`src/rtl/rtc_digit_overlay.sv`:
```
// rtc_digit_overlay: draws NUM_FIELDS two-digit BCD fields over a VGA stream using an
// external synchronous 8x16 font ROM. It snapshots the value once per frame and blinks the edited field.

module rtc_digit_cell #(
  parameter int XS         = 0,
  parameter int YS         = 0,
  parameter int W          = 32,
  parameter int H          = 64,
  parameter int SCALE_LOG2 = 2
) (
  input  logic [10:0] x,
  input  logic [10:0] y,
  output logic        hit,
  output logic [2:0]  col
);
  localparam logic [10:0] X_LO = 11'(XS);
  localparam logic [10:0] X_HI = 11'(XS + W);
  localparam logic [10:0] Y_LO = 11'(YS);
  localparam logic [10:0] Y_HI = 11'(YS + H);

  logic [10:0] dx;

  assign dx  = x - X_LO;
  assign hit = (x >= X_LO) && (x < X_HI) && (y >= Y_LO) && (y < Y_HI);
  assign col = 3'(dx >> SCALE_LOG2);
endmodule

module rtc_digit_overlay #(
  parameter int          NUM_FIELDS   = 3,
  parameter int          X0           = 192,
  parameter int          Y0           = 64,
  parameter int          SCALE_LOG2   = 2,
  parameter int          FIELD_GAP    = 64,
  parameter logic [11:0] FG_COLOR     = 12'h0FF,
  parameter int          BLINK_FRAMES = 30
) (
  input  logic                    clk,
  input  logic                    reset,
  input  logic [9:0]              pix_x,
  input  logic [9:0]              pix_y,
  input  logic                    video_on,
  input  logic                    frame_tick,
  input  logic [8*NUM_FIELDS-1:0] time_bcd,
  input  logic                    edit_en,
  input  logic [1:0]              edit_field,
  output logic [7:0]              font_addr,
  input  logic [7:0]              font_data,
  output logic [11:0]             rgb_out,
  output logic                    text_hit
);
  localparam int W         = 8 << SCALE_LOG2;
  localparam int H         = 16 << SCALE_LOG2;
  localparam int PITCH     = 2 * W + FIELD_GAP;
  localparam int NUM_CELLS = 2 * NUM_FIELDS;
  localparam int CNT_W     = $clog2(BLINK_FRAMES + 1);

  logic [8*NUM_FIELDS-1:0] sh_bcd;
  logic                    sh_edit_en;
  logic [1:0]              sh_edit_field;
  logic [CNT_W-1:0]        blink_cnt;
  logic                    blink_phase;

  // Shadows only move on frame_tick so a whole frame renders one consistent value.
  always_ff @(posedge clk) begin
    if (reset) begin
      sh_bcd        <= '0;
      sh_edit_en    <= 1'b0;
      sh_edit_field <= 2'd0;
      blink_cnt     <= '0;
      blink_phase   <= 1'b0;
    end else if (frame_tick) begin
      sh_bcd        <= time_bcd;
      sh_edit_en    <= edit_en;
      sh_edit_field <= edit_field;
      if (!edit_en) begin
        blink_cnt   <= '0;
        blink_phase <= 1'b0;
      end else if (!sh_edit_en) begin
        blink_cnt   <= '0;
        blink_phase <= 1'b1;
      end else if (blink_cnt == CNT_W'(BLINK_FRAMES - 1)) begin
        blink_cnt   <= '0;
        blink_phase <= ~blink_phase;
      end else begin
        blink_cnt   <= blink_cnt + 1'b1;
      end
    end
  end

  logic [10:0]                x11, y11, dy;
  logic [NUM_CELLS-1:0]       cell_hit;
  logic [NUM_CELLS-1:0][2:0]  cell_col;

  assign x11 = {1'b0, pix_x};
  assign y11 = {1'b0, pix_y};
  assign dy  = y11 - 11'(Y0);

  for (genvar c = 0; c < NUM_CELLS; c++) begin : g_cell
    rtc_digit_cell #(
      .XS(X0 + (c / 2) * PITCH + (c % 2) * W), .YS(Y0),
      .W(W), .H(H), .SCALE_LOG2(SCALE_LOG2)
    ) u_cell (
      .x(x11), .y(y11), .hit(cell_hit[c]), .col(cell_col[c])
    );
  end

  logic       s0_hit, s0_blank;
  logic [2:0] s0_col;
  logic [3:0] s0_digit, s0_row;

  assign s0_row = 4'(dy >> SCALE_LOG2);

  always_comb begin
    s0_hit   = 1'b0;
    s0_col   = 3'd0;
    s0_digit = 4'd0;
    s0_blank = 1'b0;
    for (int c = 0; c < NUM_CELLS; c++) begin
      if (cell_hit[c]) begin
        s0_hit   = 1'b1;
        s0_col   = cell_col[c];
        s0_digit = sh_bcd[8*NUM_FIELDS-1 - 8*(c/2) - 4*(c%2) -: 4];
        // An out-of-range edit_field never matches any field index, so nothing blinks.
        s0_blank = (s0_digit > 4'd9) ||
                   (sh_edit_en && blink_phase && (2'(c / 2) == sh_edit_field));
      end
    end
  end

  logic [2:1]      hit_pipe, vid_pipe, blank_pipe;
  logic [2:1][2:0] col_pipe;
  logic            pix_on;

  always_ff @(posedge clk) begin
    if (reset) begin
      font_addr  <= 8'd0;
      hit_pipe   <= '0;
      vid_pipe   <= '0;
      blank_pipe <= '0;
      col_pipe   <= '0;
    end else begin
      if (s0_hit) font_addr <= {s0_digit, s0_row};
      hit_pipe   <= {hit_pipe[1], s0_hit};
      vid_pipe   <= {vid_pipe[1], video_on};
      blank_pipe <= {blank_pipe[1], s0_blank};
      col_pipe   <= {col_pipe[1], s0_col};
    end
  end

  // font_data lines up with stage 2; bit 7 is the leftmost glyph pixel.
  assign pix_on = font_data[3'd7 - col_pipe[2]] & hit_pipe[2] & ~blank_pipe[2] & vid_pipe[2];

  always_ff @(posedge clk) begin
    if (reset) begin
      rgb_out  <= 12'd0;
      text_hit <= 1'b0;
    end else begin
      rgb_out  <= pix_on ? FG_COLOR : 12'd0;
      text_hit <= hit_pipe[2] & vid_pipe[2];
    end
  end
endmodule

```
`config.mk`:
```
export PLATFORM = sky130hd
export DESIGN_NAME = rtc_digit_overlay
export DESIGN_NICKNAME = d
export VERILOG_FILES = /design/src/rtl/rtc_digit_overlay.sv
export SDC_FILE = /design/constraint.sdc
export NUM_CORES = 1
export LEC_CHECK = 0
export CAP_MARGIN = 20
export CORE_MARGIN = 2
export CORE_UTILIZATION = 52
export CTS_CLUSTER_SIZE = 14
export DETAILED_ROUTE_END_ITERATION = 10
export PLACE_DENSITY = 0.82
export SYNTH_ARGS = -nofsm -noshare
export SYNTH_HDL_FRONTEND = slang
export SYNTH_HIERARCHICAL = 1
export SYNTH_SLANG_ARGS = --single-unit
```
`constraint.sdc`:
```
create_clock -name clk -period 4.7 [get_ports clk]
set_input_delay 0.94 -clock clk [delete_from_list [all_inputs] [get_ports clk]]
set_output_delay 0.94 -clock clk [all_outputs]
set_load 0.005 [all_outputs]
```
# After elaboration in Yosys (flattened, before gate mapping)
# Index checks and enable logic that the tools add are counted.
op_classes:
  add_sub_neg: 9
  muxes: 33
  eq_ne: 4
  n_reduce_logical: 30
  order_cmp: 21
  n_bitwise: 6
ops:
  columns: ["operator", "count"]
  rows:
  - ["$ge 10x9->1 const B", 4]
  - ["$lt 10x9->1 const B", 4]
  - ["$sub 5x1->5 const B", 6]
  - ["$gt 4x4->1 const B", 6]
  - ["$mux 4", 6]
  - ["$logic_and 1x1->1", 22]
  - ["$ge 10x8->1 const B", 2]
  - ["$lt 10x8->1 const B", 2]
  - ["$mux 3", 6]
  - ["$mux 1", 16]
  - ["$mux 5", 3]
  - ["$ge 10x7->1 const B", 1]
  - ["$lt 10x10->1 const B", 1]
  - ["$mux 8", 1]
  - ["$logic_or 1x1->1", 6]
  - ["$sub 6x1->6 const B", 1]
  - ["$add 5x1->5 const B", 1]
  - ["$eq 5x5->1 const B", 1]
  - ["$and 1x1->1", 4]
  - ["$lt 3x4->1 const B", 1]
  - ["$bmux 1 s3", 1]
  - ["$ne 3x2->1 const B", 1]
  - ["$sub 3x3->3 const A", 1]
  - ["$eq 1x2->1 const A", 1]
  - ["other kinds (4)", 5]
totals:
  reg_bits: 66
  inputBits: 59

# Longest topological paths before layout
depth:
  depth_word: 10
  depth_mapped: 8

# By module
# The synthesis kept the hierarchy.
modules_own_cells:
  columns: ["mod", "area_per_inst_um2", "seq_area_each_um2", "instances", "cells_per_inst"]
  rows:
  - ["rtc_digit_overlay", 2517.4, 1101.1, 1, 274]
  - ["rtc_digit_cell (g_cell[4].u_cell)", 61.3, 0.0, 1, 7]
  - ["rtc_digit_cell (g_cell[5].u_cell)", 60.1, 0.0, 1, 7]
  - ["rtc_digit_cell (g_cell[3].u_cell)", 58.8, 0.0, 1, 7]
  - ["rtc_digit_cell (g_cell[1].u_cell)", 57.6, 0.0, 1, 7]
  - ["rtc_digit_cell (g_cell[2].u_cell)", 53.8, 0.0, 1, 7]
  - ["rtc_digit_cell (g_cell[0].u_cell)", 51.3, 0.0, 1, 7]

# Worst setup path before layout
# OpenSTA, ideal clock, no wires.
synth_path:
  kind: "input to register"
  from: "input pix_y[8]"
  to: "register font_addr[6]"
  arrival_ps: 2707
  path_buffers: 1
  setup_slack_ps: 1902
  path_stages: 7
  setup_ps: 91
  path_cell_list: "or4_1 -> nor4_2 -> buf_4 -> a21oi_1 -> a221oi_2 -> o21ai_1 -> a311oi_1"
synth_lines:
  columns: ["element", "line_no", "source"]
  rows:
  - ["from (decl)", "40", "input logic [9:0] pix_y,"]
  - ["$ge 10x7->1", "24", "assign hit = (x >= X_LO) && (x < X_HI) && (y >= Y_LO) && (y < Y_HI);"]
  - ["$logic_and 1x1->1", "24", null]
  - ["$logic_and 1x1->1 *", "24", null]
  - ["via cell_hit[1]", "91", "logic [NUM_CELLS-1:0] cell_hit;"]
  - ["$mux 4 / $mux 1 (equally long branches) (5 in a row)", "119", "if (cell_hit[c]) begin"]
  - ["to (signal assigned)", "142", "if (s0_hit) font_addr <= {s0_digit, s0_row};"]
  - ["to (decl)", "46", "output logic [7:0] font_addr,"]
# The timed path passes the listed nets; every way through them passes the cells marked *.
# A chain may end at the register's enable or synchronous reset.

# Worst setup path in the final report
layout_path:
  from: "input pix_y[7]"
  to: "register blank_pipe[1] (netlist bit)"
layout_lines:
  columns: ["element", "line_no", "source"]
  rows:
  - ["$ge 10x7->1", "24", null]
  - ["$logic_and 1x1->1", "24", null]
  - ["$logic_and 1x1->1 *", "24", null]
  - ["via cell_hit[5]", "91", null]
  - ["$mux 1 *", "119", null]
  - ["to (signal assigned)", "145", "blank_pipe <= {blank_pipe[1], s0_blank};"]
  - ["to (decl)", "130", "logic [2:1] hit_pipe, vid_pipe, blank_pipe;"]
# Marked as above.

==> metrics.yaml <==
worst_setup_path:
  crit_required_ns: 4.95
  critical_path.max_stage_delay_ns: 0.57
  cp_max_fo: 9
  slowest_stage: "or4b_1"
  crit_type: "in -> reg"
  cp_top_family: "simple AND/OR/NAND/NOR gates"
  crit_chain: "clkdlybuf4s50_1, or4b_1, nor4_2, nor2_4, or4b_1, and3_1, o22ai_2"
  arrival_ns: 3.39
  start_kind: "input port"
  worst-path-buf-inv: 1
  crit_path_end_kind: "flip-flop"
  path_common_cell: "or4b_1"
finish:
  postLayoutCoreUtil_pct: 66.0
  drive_above_1_share_pct: 7.30
  stdcell_area_um2: 3570
  insertedDiodeCount: 0
  syn2layout_area_growth_pct: 24.8
  final_nets: 430
  stdcell_count: 442
drt:
  drt_wl_total_um: 5940
  drtIter0Drc: 125
  vias: 2360
  postRouteAntennaNets: 0
  first_pass_iters: 4
  drc: 0
  viasPerCell: 5.34
  wl_per_cell_um: 13.4
pwr:
  switching_share_pct: 23.1
  p_per_area_nw_per_um2: 258
  pwr-share-comb_pct: 11.9
  p_seq_share_pct: 53.7
  p_int_mw: 0.708
  p_leak_nw: 1.35
  pwr-share-clk_pct: 34.5
  power_switching_mw: 0.213
  peakVddDrop_mv: 0.169
  power.total_mw: 0.922
synth:
  synthAdderAreaFrac_pct: 0.875
  synth-simple-area-share_pct: 24.1
  synth.area.top_cells: "dfxtp_1, mux2i_1, buf_4, nor2_1, nand2_1"
  synth.most_common_cell: "dfxtp_1"
  ys_warn_count: 6
  synthTopCellsByCount: "dfxtp_1, nor2_1, buf_4, mux2i_1, nand2_1"
  synthFlopType: "dfxtp_1"
  yosys_register_bits: 55
  syn_avg_cell_area_um2: 9.05
  syn_area_um2: 2860
  synthCells: 316
  muxShareOfSynthArea_pct: 12.8
  yosysSeqAreaShare_pct: 38.5
  synth_compound_area_share_pct: 11.2
  synth_cell_type_count: 52
  synth_xor_area_share_pct: 1.22
  ys_async_sr_fraction_pct: 0
  synth_edf_count: 0
  synth_top_cell_by_area: "dfxtp_1"
  synth_top_family_by_area: "simple AND/OR/NAND/NOR gates"
  synth_top_area_share_pct: 38.5
timing:
  setup_tns_ns: 0
  setup_viol: 0
  hold_viol_final: 0
  fin_crit_ns: 3.14
  maxSlewHeadroom_pct: 36.6
  finClkSkew_ns: 0.00420
  worst_pin_slew_ns: 0.951
  min_period_over_period_pct: 66.9
  fin_ws_ns: 1.56
  whs_ns: 0.407
  fmax_mhz: 318
  rsz0062_at_grt: "false"
  drv_slew: 0
floorplan:
  dieHeight_um: 78.2
  core_area_um2: 5410
  pin_count: 80
  die_w_um: 78.2
  dieArea_um2: 6110
  rows: 27
  start_util_pct: 52.9
run_status:
  status: "finished clean"
cts:
  clk_latency_ns: 0.31
  hold_buffers: 0
  htree_levels: 2
  cts_buffer_depth: 2
  cts_resized: 0
  cts_buffers: 5
  clockRootBuffer: "clkbuf_8"
  clk_pin_slew_ns: 0.10
  post-cts-setup-buffer-count: 0
  clkSinkCount: 55
  cts_tree: "built"
grt:
  grt.total_usage_pct: 20.8
  grt_pass1_vias: 2233
  grt-busiest-layer: "met2"
  grt_pass1_wl_um: 10200
  met3_usage_pct: 5.06
  overflow: 0
  grt_util_met2_pct: 35.1
  met1_usage_pct: 25.7
  antenna_found_initial: 0
  grt_max_degree: 37
placed_design:
  numPortBuffers: 71
  hpwl_um: 4460
  placed_cells: 434
  place.gp.congestion: 0.795
  place_ws_ns: 1.25
  placed_area_um2: 3450
min_path:
  hp-class: "reg -> reg"
flow_run:
  max-cap-violations: 0
registers in the layout (all words and copies together), names as in the netlist:
register,flops
blank_pipe,2
blink_cnt,5
blink_phase,1
col_pipe,6
font_addr,8
hit_pipe,2
rgb_out,1
sh_bcd,24
sh_edit_en,1
sh_edit_field,2
text_hit,1
vid_pipe,2
power by group through the flow:
stage	clock (mW)	combinational, mW	sequential [mW]
after global placement	0	0.107	0.505
after global routing	0.345	0.120	0.497
after detailed placement	0	0.110	0.505
after floorplan	0	0.0631	0.501
after CTS	0.322	0.110	0.495
final	0.318	0.109	0.495
worst register-to-register path, stage by stage (launching register included):
cell     delay, ns
dfxtp_1       0.43
nand2_1       0.09
or4b_1        0.52
and3_1        0.21
o22ai_2       0.13
placed cells by master (no fill, tap or decap), types with 4 or more instances in the layout:
| cell | Yosys | routed |
|---|---|---|
| or4b_1 | 4 | 4 |
| nor2b_1 | 9 | 9 |
| dfxtp_1 | 55 | 55 |
| clkbuf_8 | 0 | 5 |
| nand2_1 | 18 | 18 |
| nand3_1 | 6 | 6 |
| mux2i_1 | 32 | 32 |
| a21oi_1 | 10 | 10 |
| clkdlybuf4s50_1 | 0 | 70 |
| o21ai_1 | 6 | 6 |
| buf_4 | 32 | 5 |
| nor2_1 | 46 | 46 |
| a211oi_1 | 7 | 7 |
| conb_1 | 1 | 16 |
| inv_1 | 6 | 6 |
| nand2b_1 | 5 | 5 |
cell families after synthesis:
| kind of cell | Yosys count |
|---|---|
| other cells | 1 |
| fa+ha+maj | 2 |
| compound gates | 46 |
| flops | 55 |
| simple gates | 122 |
| buf+inv | 52 |
| mux | 34 |
| xor+xnor | 4 |
layer usage:
layer	vias to the layer above	routed length, µm
met5	-	0
met4	0	148
met3	16	367
met2	85	2810
met1	1085	2610
li1	1174	-
final timing paths:
check / cells after the start / to / start / slack [ns]
max: 7 / blank_pipe[1]$_SDFF_PP0_ / pix_y[7] / 1.56
min: 1 / rgb_out[6]$_SDFF_PP0_ / blank_pipe[2]$_SDFF_PP0_ / 0.41
max reg2reg: 4 / blank_pipe[1]$_SDFF_PP0_ / sh_edit_en$_SDFFE_PP0P_ / 3.26
min reg2reg: 1 / rgb_out[6]$_SDFF_PP0_ / blank_pipe[2]$_SDFF_PP0_ / 0.41
layout make-up:
cell class,instances,area [µm²]
inverters,7,26.3
fillers,452,1840
multi-input cells,224,1490
well taps,72,90.1
clock buffers,5,68.8
clock inverters,3,46.3
flip-flops and latches,55,1100
repair buffers,76,743
(Power assumes the default switching activity.)
